### src/rtl/muldiv_unit.sv
// rtl/muldiv_unit.sv - iterative RV64M multiply/divide unit with valid/ready handshake.
// Define MULDIV_FAST_MUL_EN to compute multiplies with a single-cycle combinational multiplier.
module muldiv_unit #(
    parameter int XLEN = 64
) (
    input  logic            clk,
    input  logic            rst,
    input  logic            in_valid,
    output logic            in_ready,
    input  logic [2:0]      op,
    input  logic            op_w,
    input  logic [XLEN-1:0] op1,
    input  logic [XLEN-1:0] op2,
    input  logic            flush,
    output logic            out_valid,
    input  logic            out_ready,
    output logic [XLEN-1:0] result,
    output logic            busy
);
    localparam int CW = $clog2(XLEN) + 1;
    localparam logic [XLEN-1:0] MOST_NEG = {1'b1, {(XLEN-1){1'b0}}};

    typedef enum logic [1:0] {IDLE, CALC, FIX, DONE} state_t;

    state_t            state;
    logic [CW-1:0]     counter;
    logic [2:0]        op_q;
    logic              w_q;
    logic              neg_q;
    // Multiply: acc = product, mcand shifts left, mplier shifts right.
    // Divide: acc = remainder, mcand = divisor, mplier = dividend shifting into quotient.
    logic [2*XLEN-1:0] acc;
    logic [2*XLEN-1:0] mcand;
    logic [XLEN-1:0]   mplier;

    function automatic logic [XLEN-1:0] sext32(input logic [31:0] v);
        logic [XLEN-1:0] r;
        r       = {XLEN{v[31]}};
        r[31:0] = v;
        return r;
    endfunction

    function automatic logic [XLEN-1:0] zext32(input logic [31:0] v);
        logic [XLEN-1:0] r;
        r       = '0;
        r[31:0] = v;
        return r;
    endfunction

    logic            is_mulh, w_in, sgn1, sgn2, s1, s2, neg_in;
    logic            div_zero, div_ovf, special;
    logic [XLEN-1:0] x1, x2, m1, m2, spec_val;

    always_comb begin
        is_mulh  = !op[2] && (op[1:0] != 2'b00);
        w_in     = (XLEN == 64) && op_w && !is_mulh;
        sgn1     = (op == 3'b001) || (op == 3'b010) || (op == 3'b100) || (op == 3'b110);
        sgn2     = (op == 3'b001) || (op == 3'b100) || (op == 3'b110);
        x1       = w_in ? zext32(op1[31:0]) : op1;
        x2       = w_in ? zext32(op2[31:0]) : op2;
        s1       = sgn1 && (w_in ? op1[31] : op1[XLEN-1]);
        s2       = sgn2 && (w_in ? op2[31] : op2[XLEN-1]);
        m1       = s1 ? -x1 : x1;
        m2       = s2 ? -x2 : x2;
        if (w_in) begin
            m1 = zext32(m1[31:0]);
            m2 = zext32(m2[31:0]);
        end
        case (op)
            3'b001, 3'b100: neg_in = s1 ^ s2;
            3'b010, 3'b110: neg_in = s1;
            default:        neg_in = 1'b0;
        endcase
        div_zero = w_in ? (op2[31:0] == 32'd0) : (op2 == '0);
        div_ovf  = !op[0] && (w_in ? (op1[31:0] == 32'h8000_0000 && op2[31:0] == 32'hFFFF_FFFF)
                                   : (op1 == MOST_NEG && op2 == '1));
        special  = op[2] && (div_zero || div_ovf);
        if (div_zero)
            spec_val = op[1] ? (w_in ? sext32(op1[31:0]) : op1) : '1;
        else
            spec_val = op[1] ? '0 : (w_in ? sext32(32'h8000_0000) : MOST_NEG);
    end

    logic [XLEN:0]     rem_sh;
    logic              rem_ge;
    logic [XLEN-1:0]   rem_nxt;
    logic [2*XLEN-1:0] prod_fix;
    logic [XLEN-1:0]   q_fix, r_fix, fix_val;

    always_comb begin
        rem_sh   = {acc[XLEN-1:0], mplier[XLEN-1]};
        rem_ge   = rem_sh >= {1'b0, mcand[XLEN-1:0]};
        rem_nxt  = rem_ge ? XLEN'(rem_sh - {1'b0, mcand[XLEN-1:0]}) : rem_sh[XLEN-1:0];
        prod_fix = neg_q ? -acc : acc;
        q_fix    = neg_q ? -mplier : mplier;
        r_fix    = neg_q ? -acc[XLEN-1:0] : acc[XLEN-1:0];
        case (op_q)
            3'b000:                 fix_val = prod_fix[XLEN-1:0];
            3'b001, 3'b010, 3'b011: fix_val = prod_fix[2*XLEN-1:XLEN];
            3'b100, 3'b101:         fix_val = q_fix;
            default:                fix_val = r_fix;
        endcase
        if (w_q)
            fix_val = sext32(fix_val[31:0]);
    end

    always_ff @(posedge clk or posedge rst) begin
        if (rst) begin
            state     <= IDLE;
            in_ready  <= 1'b1;
            out_valid <= 1'b0;
            busy      <= 1'b0;
            result    <= '0;
            counter   <= '0;
            op_q      <= '0;
            w_q       <= 1'b0;
            neg_q     <= 1'b0;
            acc       <= '0;
            mcand     <= '0;
            mplier    <= '0;
        end else if (flush) begin
            state     <= IDLE;
            in_ready  <= 1'b1;
            out_valid <= 1'b0;
            busy      <= 1'b0;
            counter   <= '0;
        end else begin
            case (state)
                IDLE: if (in_valid) begin
                    op_q     <= op;
                    w_q      <= w_in;
                    neg_q    <= neg_in;
                    in_ready <= 1'b0;
                    busy     <= 1'b1;
                    acc      <= '0;
                    if (special) begin
                        state  <= DONE;
                        result <= spec_val;
                    end else begin
                        state   <= CALC;
                        counter <= w_in ? CW'(32) : CW'(XLEN);
                        if (op[2]) begin
                            mcand  <= {{XLEN{1'b0}}, m2};
                            mplier <= w_in ? (m1 << (XLEN - 32)) : m1;
                        end else begin
                            mcand  <= {{XLEN{1'b0}}, m1};
                            mplier <= m2;
                        end
                    end
                end
                CALC: begin
                    if (counter == '0) begin
                        state <= FIX;
                    end else begin
`ifdef MULDIV_FAST_MUL_EN
                        if (!op_q[2]) begin
                            acc     <= mcand * {{XLEN{1'b0}}, mplier};
                            counter <= '0;
                        end else begin
                            counter <= counter - CW'(1);
                            acc     <= {{XLEN{1'b0}}, rem_nxt};
                            mplier  <= {mplier[XLEN-2:0], rem_ge};
                        end
`else
                        counter <= counter - CW'(1);
                        if (!op_q[2]) begin
                            if (mplier[0])
                                acc <= acc + mcand;
                            mcand  <= mcand << 1;
                            mplier <= mplier >> 1;
                        end else begin
                            acc    <= {{XLEN{1'b0}}, rem_nxt};
                            mplier <= {mplier[XLEN-2:0], rem_ge};
                        end
`endif
                    end
                end
                FIX: begin
                    result    <= fix_val;
                    out_valid <= 1'b1;
                    state     <= DONE;
                end
                DONE: begin
                    // Special-case accepts arrive here with out_valid still low.
                    if (!out_valid) begin
                        out_valid <= 1'b1;
                    end else if (out_ready) begin
                        state     <= IDLE;
                        out_valid <= 1'b0;
                        busy      <= 1'b0;
                        in_ready  <= 1'b1;
                    end
                end
                default: state <= IDLE;
            endcase
        end
    end
endmodule

### config.mk
export PLATFORM = sky130hd
export DESIGN_NAME = muldiv_unit
export DESIGN_NICKNAME = d
export VERILOG_FILES = /design/src/rtl/muldiv_unit.sv
export SDC_FILE = /design/constraint.sdc
export NUM_CORES = 2
export LEC_CHECK = 0
export ABC_CLOCK_PERIOD_IN_PS = 41700
export CORE_MARGIN = 3
export CORE_UTILIZATION = 40
export CTS_CLUSTER_SIZE = 28
export DETAILED_ROUTE_END_ITERATION = 12
export PLACE_DENSITY = 0.65
export SYNTH_ARGS = -nofsm -noshare
export SYNTH_HDL_FRONTEND = slang
export SYNTH_SLANG_ARGS = --single-unit
export TNS_END_PERCENT = 100
### constraint.sdc
create_clock -name clk -period 41.7 [get_ports clk]
set_input_delay 8.34 -clock clk [delete_from_list [all_inputs] [get_ports clk]]
set_output_delay 8.34 -clock clk [all_outputs]
set_load 0.01 [all_outputs]
### After elaboration in Yosys (flattened, before gate mapping)

Index checks and enable logic that the tools add are counted.

| storage, ports and cells | value |
|---|---|
| bits in registers | 401 |
| input port bits | 137 |
| output and inout bits | 67 |
| logic and storage cells | 161 |

| cells by class | value |
|---|---|
| $add $sub $neg | 8 |
| $lt $le $gt $ge | 1 |
| eq/ne operators | 28 |
| muxes and demuxes | 70 |
| bitwise operators | 2 |
| reductions and logical operators | 40 |

Operators by type and width:

| operator | number |
|---|---|
| two-way mux 64 bit | 23 |
| two-way mux 128 bit | 9 |
| case mux 128 bit (2 select lines) | 2 |
| negation 64 bit | 4 |
| case mux 64 bit (2 select lines) | 2 |
| case mux 64 bit (3 select lines) | 1 |
| adder 128 bit | 1 |
| == test 64 bit (second input constant) | 2 |
| negation 128 bit | 1 |
| greater-or-equal comparator 65 x 64 -> 1 bit | 1 |
| == test 32 bit (second input constant) | 2 |
| logical NOT 64 bit | 1 |
| subtractor 64 bit | 1 |
| two-way mux 63 bit | 1 |
| two-way mux 7 bit | 5 |
| logical NOT 32 bit | 1 |
| != test 3 bit (second input constant) | 7 |
| AND reduction 4 bit | 4 |
| two-way mux 1 bit | 15 |
| case mux 7 bit (2 select lines) | 1 |
| == test 3 bit (second input constant) | 4 |
| two-way mux 2 bit | 6 |
| != test 2 bit (second input constant) | 5 |
| AND reduction 5 bit | 2 |
| other kinds (21) | 48 |

### Logic depth before layout (Yosys ltp)

| logic depth | value |
|---|---|
| depth after elaboration | 13 |
| mapped depth | 18 |

### Worst setup path before layout

No wires, ideal clock.

| timing | value |
|---|---|
| path kind | input-to-reg |
| start point | input port op1[19] |
| end point | register mcand[0] |
| library setup time | 0.095 ns |
| arrival time | 12.040 ns |
| data required time | 41.605 ns |
| slack | 29.565 ns |
| cell stages on the path | 14 |
| cell sequence | or4_1 -> nor4_1 -> or3b_2 -> nor4b_1 -> a31oi_1 -> o22ai_1 -> nand2_1 -> nand2_1 -> a21o_1 -> clkbuf_1 -> clkbuf_1 -> clkbuf_1 -> nand2_1 -> o31ai_1 |

| between the ends | value |
|---|---|
| longest elaborated chain between the ends | 8 |
| elaborated cells between the ends (all ways) | 10 |
| classes of those cells | 3 x eq/ne; 1 x mux; 6 x reduce/logical |

Ends and longest elaborated chain:

| item | line | RTL |
|---|---|---|
| start: declaration | 12 | `input logic [XLEN-1:0] op1,` |
| == test 64 bit / == test 32 bit (equally long branches) | 76, 75 |  |
| logical AND 1 bit, on equally long branches | 76, 75 |  |
| two-way mux 1 bit * | 75 | `div_ovf = !op[0] && (w_in ? (op1[31:0] == 32'h8000_0000 && op2[31:0] == 32'hFFFF_FFFF)` |
| logical AND 1 bit * | 75 |  |
| logical OR 1 bit * | 77 | `special = op[2] && (div_zero \|\| div_ovf);` |
| logical AND 1 bit * | 77 |  |
| != test 2 bit (no source line) * | n/a |  |
| AND reduction 6 bit (no source line) * | n/a |  |
| end signal: assignment | 143 | `mcand <= {{XLEN{1'b0}}, m2};` |
| end signal: assignment | 146 | `mcand <= {{XLEN{1'b0}}, m1};` |
| end signal: assignment | 169 | `mcand <= mcand << 1;` |
| end: declaration | 33 | `logic [2*XLEN-1:0] mcand;` |

Mark *: on every way between the ends. The rest lies on a longest branch, timed or not.
A chain may end at the register's enable or synchronous reset.

### Final worst setup path

| timing | value |
|---|---|
| start point | input port op1[17] |
| end point | register mcand[45] |

| between the ends | value |
|---|---|
| longest elaborated chain between the ends | 8 |
| elaborated cells between the ends (all ways) | 18 |
| classes of those cells | 1 x add/sub; 3 x eq/ne; 8 x mux; 6 x reduce/logical |

Ends and longest elaborated chain:

| item | line | RTL |
|---|---|---|
| two-way mux 64 bit, or another cell as far along | 59 | `x1 = w_in ? zext32(op1[31:0]) : op1;` |
| negation 64 bit, or another cell as far along | 63 | `m1 = s1 ? -x1 : x1;` |
| two-way mux 64 bit / two-way mux 1 bit (equally long branches) | 63, 75 |  |
| two-way mux 64 bit / logical AND 1 bit (equally long branches) | 65, 75 |  |
| two-way mux 64 bit / logical OR 1 bit (equally long branches) | 142, 77 |  |
| two-way mux 128 bit / logical AND 1 bit (equally long branches) | 136, 77 |  |
| two-way mux 128 bit / != test 2 bit (equally long branches) | n/a |  |
| case mux 128 bit (2 select lines) / AND reduction 6 bit (equally long branches) | n/a |  |

Several ways; a longest one is shown, not always the timed one. The select of a mux whose other input is x is not followed.

==> flow_metrics.py <==
metrics = {
    "synth": {
        "synth_cells": 5390,
        "yosysUniqueCellTypes": 82,
        "ys_seq_area_frac": 0.2503,
        "synth_nets": 5731,
        "synthFlopType": "dfrtp_1",
        "avgSynthCellArea_sq_um": 7.440,
        "netlist_area_sq_mm": 0.04010,
        "synthArstFlopShare": 1.000,
        "synth-edff-count": 0,
        "synth_seq_cells": 401,
        "ys_warn_count": 0,
    },
    "placed_design": {
        "dpl_cell_area_sq_mm": 0.04300,
        "hpwl_um": 141100,
        "globalplace.congestion": 1.061,
        "port_buffers": 203,
        "dp_cells": 6568,
    },
    "final_layout": {
        "post_layout_nonfiller_instances": 6667,
        "seqCellArea_sq_mm": 0.01004,
        "nets": 5676,
        "nFillCells": 9982,
        "multi_input_area_sq_mm": 0.02818,
        "drive_above_1_share": 0.04871,
        "synthToLayoutAreaGrowth_pct": 11.87,
        "stdcell_area_sq_mm": 0.04486,
    },
    "setup_path": {
        "worstSetupStartpointType": "primary input",
        "critPathSlowestCell": "buf_4",
        "critPathMaxFanout": 80,
        "crit_required_ns": 42.23,
        "path_buf_inv": 4,
        "crit_family": "simple AND/OR/NAND/NOR gates",
        "crit_path_end_kind": "register",
        "critPathMostFrequentCell": "buf_4",
        "cp_slowest_stage_delay_ns": 0.77,
        "arrival_ns": 14.73,
        "cp_cell_sequence": "clkdlybuf4s50_1, or4_1, nor4_1, or3b_2, nor4b_1, buf_4, a31oi_1, o22ai_1, nand2_1, nand2_4, a21o_4, buf_4, buf_4, mux2_2",
        "worstSetupPathType": "in2reg",
    },
    "run": {
        "cap_violations": 0,
    },
    "clocking": {
        "cts.sinks": 401,
        "holdBufCountCts": 0,
        "clockBufferDepth": 3,
        "cts_resized": 0,
        "htreeDepth": 2,
        "clock-root-buffer": "clkbuf_16",
        "cts_buffers": 52,
        "cts_tree": "done",
        "clk_latency_ns": 0.65,
        "clkTransAtPathRegs_ns": 0.07,
        "post_cts_buffers": 0,
    },
    "grt": {
        "grtUsageTotal": 0.3371,
        "grt.overflow.total": 0,
        "antenna_found_initial": 9,
        "grt_pass1_wl_um": 266500,
        "grt_max_degree": 103,
        "grt_pass1_vias": 39500,
    },
    "route": {
        "vias": 43540,
        "via_per_inst": 6.530,
        "drt_iter0_drc": 5842,
        "routed_wl_um": 182400,
        "detail-route-antenna-nets": 0,
        "dr.pass1.iters": 8,
        "drcViolationCount": 0,
        "wl_per_cell_um": 27.36,
    },
    "timing": {
        "drv_slew": 0,
        "fin_crit_sh": 0.3404,
        "final.setup.tns_ns": 0,
        "fmax_ghz": 0.07045,
        "relSlewSlack": 0.03959,
        "finalHoldViolations": 0,
        "rsz0062_at_grt": "no",
        "worst_pin_slew_ns": 1.418,
        "clock_skew_ns": 0.02221,
        "setup_violations": 0,
        "final.min_clock_period_ns": 14.20,
    },
    "pwr": {
        "p_int_w": 0.001555,
        "power.density_mw_per_mm2": 77.17,
        "peakVddDrop_mv": 0.04107,
        "p_leak_nw": 18.19,
        "switching_share": 0.5508,
        "power_frac_seq": 0.209,
        "power_switching_w": 0.001907,
        "p_comb_frac": 0.647,
        "finalPower_w": 0.003462,
        "clkPwrFrac": 0.145,
    },
    "die": {
        "start_util": 0.4057,
        "fp.dieW_um": 322.6,
        "fp.dieArea_sq_mm": 0.1041,
        "core-area_sq_mm": 0.09885,
        "io-pin-count": 204,
        "fp-row-count": 115,
        "fp.dieH_um": 322.6,
    },
    "min_path": {
        "hold_path.class": "reg2reg",
    },
    "status": {
        "outcome": "completed",
    },
}
==> area by class of cell <==
class,count,area share
Multi-Input combinational cell,4448,0.6282
Sequential cell,401,0.2239
Timing Repair Buffer,275,0.05729
Tap cell,1287,0.03590
Clock buffer,68,0.03263
Inverter,157,0.01330
Clock inverter,30,0.008786
Antenna cell,1,0.00005578
==> logic make-up after synthesis <==
| kind of cell | Yosys count | synth area share |
|---|---|---|
| compound gates | 2027 | 0.3161 |
| fa+ha+maj | 204 | 0.06403 |
| buf+inv | 541 | 0.05080 |
| xor+xnor | 472 | 0.1031 |
| simple gates | 1650 | 0.1912 |
| mux | 95 | 0.02456 |
| flops | 401 | 0.2503 |
==> state kept, by name, summed over array words and instances, names as in the netlist <==
register and flops:
in_ready 1, w_q 1, result 64, counter 7, neg_q 1, state 2
mcand 128, busy 1, acc 128, op_q 3, mplier 64, out_valid 1
==> placed cells by master (no fill, tap or decap), types with 23 or more instances in the layout <==
master	Yosys	layout
dfrtp_1	400	398
o21bai_1	45	45
a22o_1	96	96
xor2_1	246	246
nand2_1	654	653
inv_1	156	154
or2_2	23	23
mux2_2	27	27
o31ai_1	95	95
nor3_1	98	97
a21oi_1	511	509
o221ai_1	83	83
nand3_1	91	90
or4_1	40	40
a31oi_1	50	48
ha_1	202	201
nand2b_1	49	47
clkbuf_16	0	54
nor4_1	47	47
xnor2_1	226	226
o211ai_1	45	45
a211oi_1	84	84
a21o_1	102	100
nand4_1	91	91
buf_4	0	73
mux2i_1	68	68
nor2b_1	28	27
or3_1	57	57
o22ai_1	28	28
a22oi_1	40	40
clkdlybuf4s50_1	0	202
o41ai_1	42	42
nor2_1	386	381
and3_1	24	24
o21ai_0	647	645
==> synth_stat cells (all sizes together) (22+ instances only) <==
cell type  instances  area (sq um)
o21ai            658          3293
nand2            654          2455
a21oi            511          2557
dfrtp            400         10010
nor2             386          1449
clkbuf           344          1291
xor2             246          2155
xnor2            226          1979
ha               202          2527
inv              157         589.3
a21o             102         765.7
nor3              98         490.5
a22o              96         840.8
o31ai             96         734.4
nand4             92         590.6
nand3             91         455.4
a211oi            84         630.6
o221ai            83         727.0
mux2i             68         680.7
or3               57         356.6
a31oi             50         312.8
nand2b            49         306.5
nor4              49         336.6
o211ai            45         337.8
o21bai            45         337.8
o41ai             43         384.1
or4               42         322.8
a22oi             40         300.3
buf               40         156.4
nor2b             28         175.2
o22ai             28         175.2
mux2              27         304.0
and3              24         150.1
or2               24         150.1
a221oi            22         192.7
==> per-stage QoR <==
step	utilization	worst slack (ns)	hold WS (ns)
2_1_floorplan	-	22.21	0.4753
3_3_place_gp	0.4350	27.15	0.4644
3_5_place_dp	0.4350	27.05	0.4701
4_1_cts	0.4538	27.70	0.4843
5_1_grt	0.4538	27.31	0.5021
6_report	0.4538	27.50	0.4819
==> metal layers <==
metal,up-vias,wire length (um),part of all wire,global-route usage
met5,-,87,0.00048,0
met4,14,10920,0.060,0.1670
met3,470,19950,0.11,0.08489
met2,2444,76170,0.42,0.5006
met1,20910,75260,0.41,0.4551
li1,19700,-,-,-
==> power by group through the flow <==
| stage | logic [W] | clock network, W | registers (W) |
|---|---|---|---|
| finish | 0.00224 | 0.000500 | 0.000722 |
| global route | 0.00240 | 0.000517 | 0.000729 |
| CTS | 0.00217 | 0.000504 | 0.000711 |
| detailed placement | 0.00216 | 0 | 0.000716 |
| global placement | 0.00215 | 0 | 0.000715 |
| floorplan | 0.00149 | 0 | 0.000612 |
==> worst register-to-register path, stage by stage (launching register included) <==
cell	delay [ns]
dfrtp_1	0.52
or4_4	0.60
or3_1	0.41
or4b_1	0.76
or4_1	0.65
nor3_1	0.51
nand3_1	0.25
o31ai_1	0.67
xor2_1	0.35
nor2_1	0.19
o221ai_1	1.01
o21ai_0	0.18
==> worst paths after layout <==
kind                            startpoint         end  slack (ns)  cells after the start
worst max-delay path               op1[17]   mcand[45]       27.50                     14
worst min-delay path             result[9]   result[9]        0.48                      2
worst max register to register     acc[15]  result[18]       35.44                     11
worst min register to register   result[9]   result[9]        0.48                      2
max in group asynchronous              rst    acc[110]       31.15                      4
min in group asynchronous              rst     acc[12]        8.16                      2
Power figures use the tool's default switching activity.
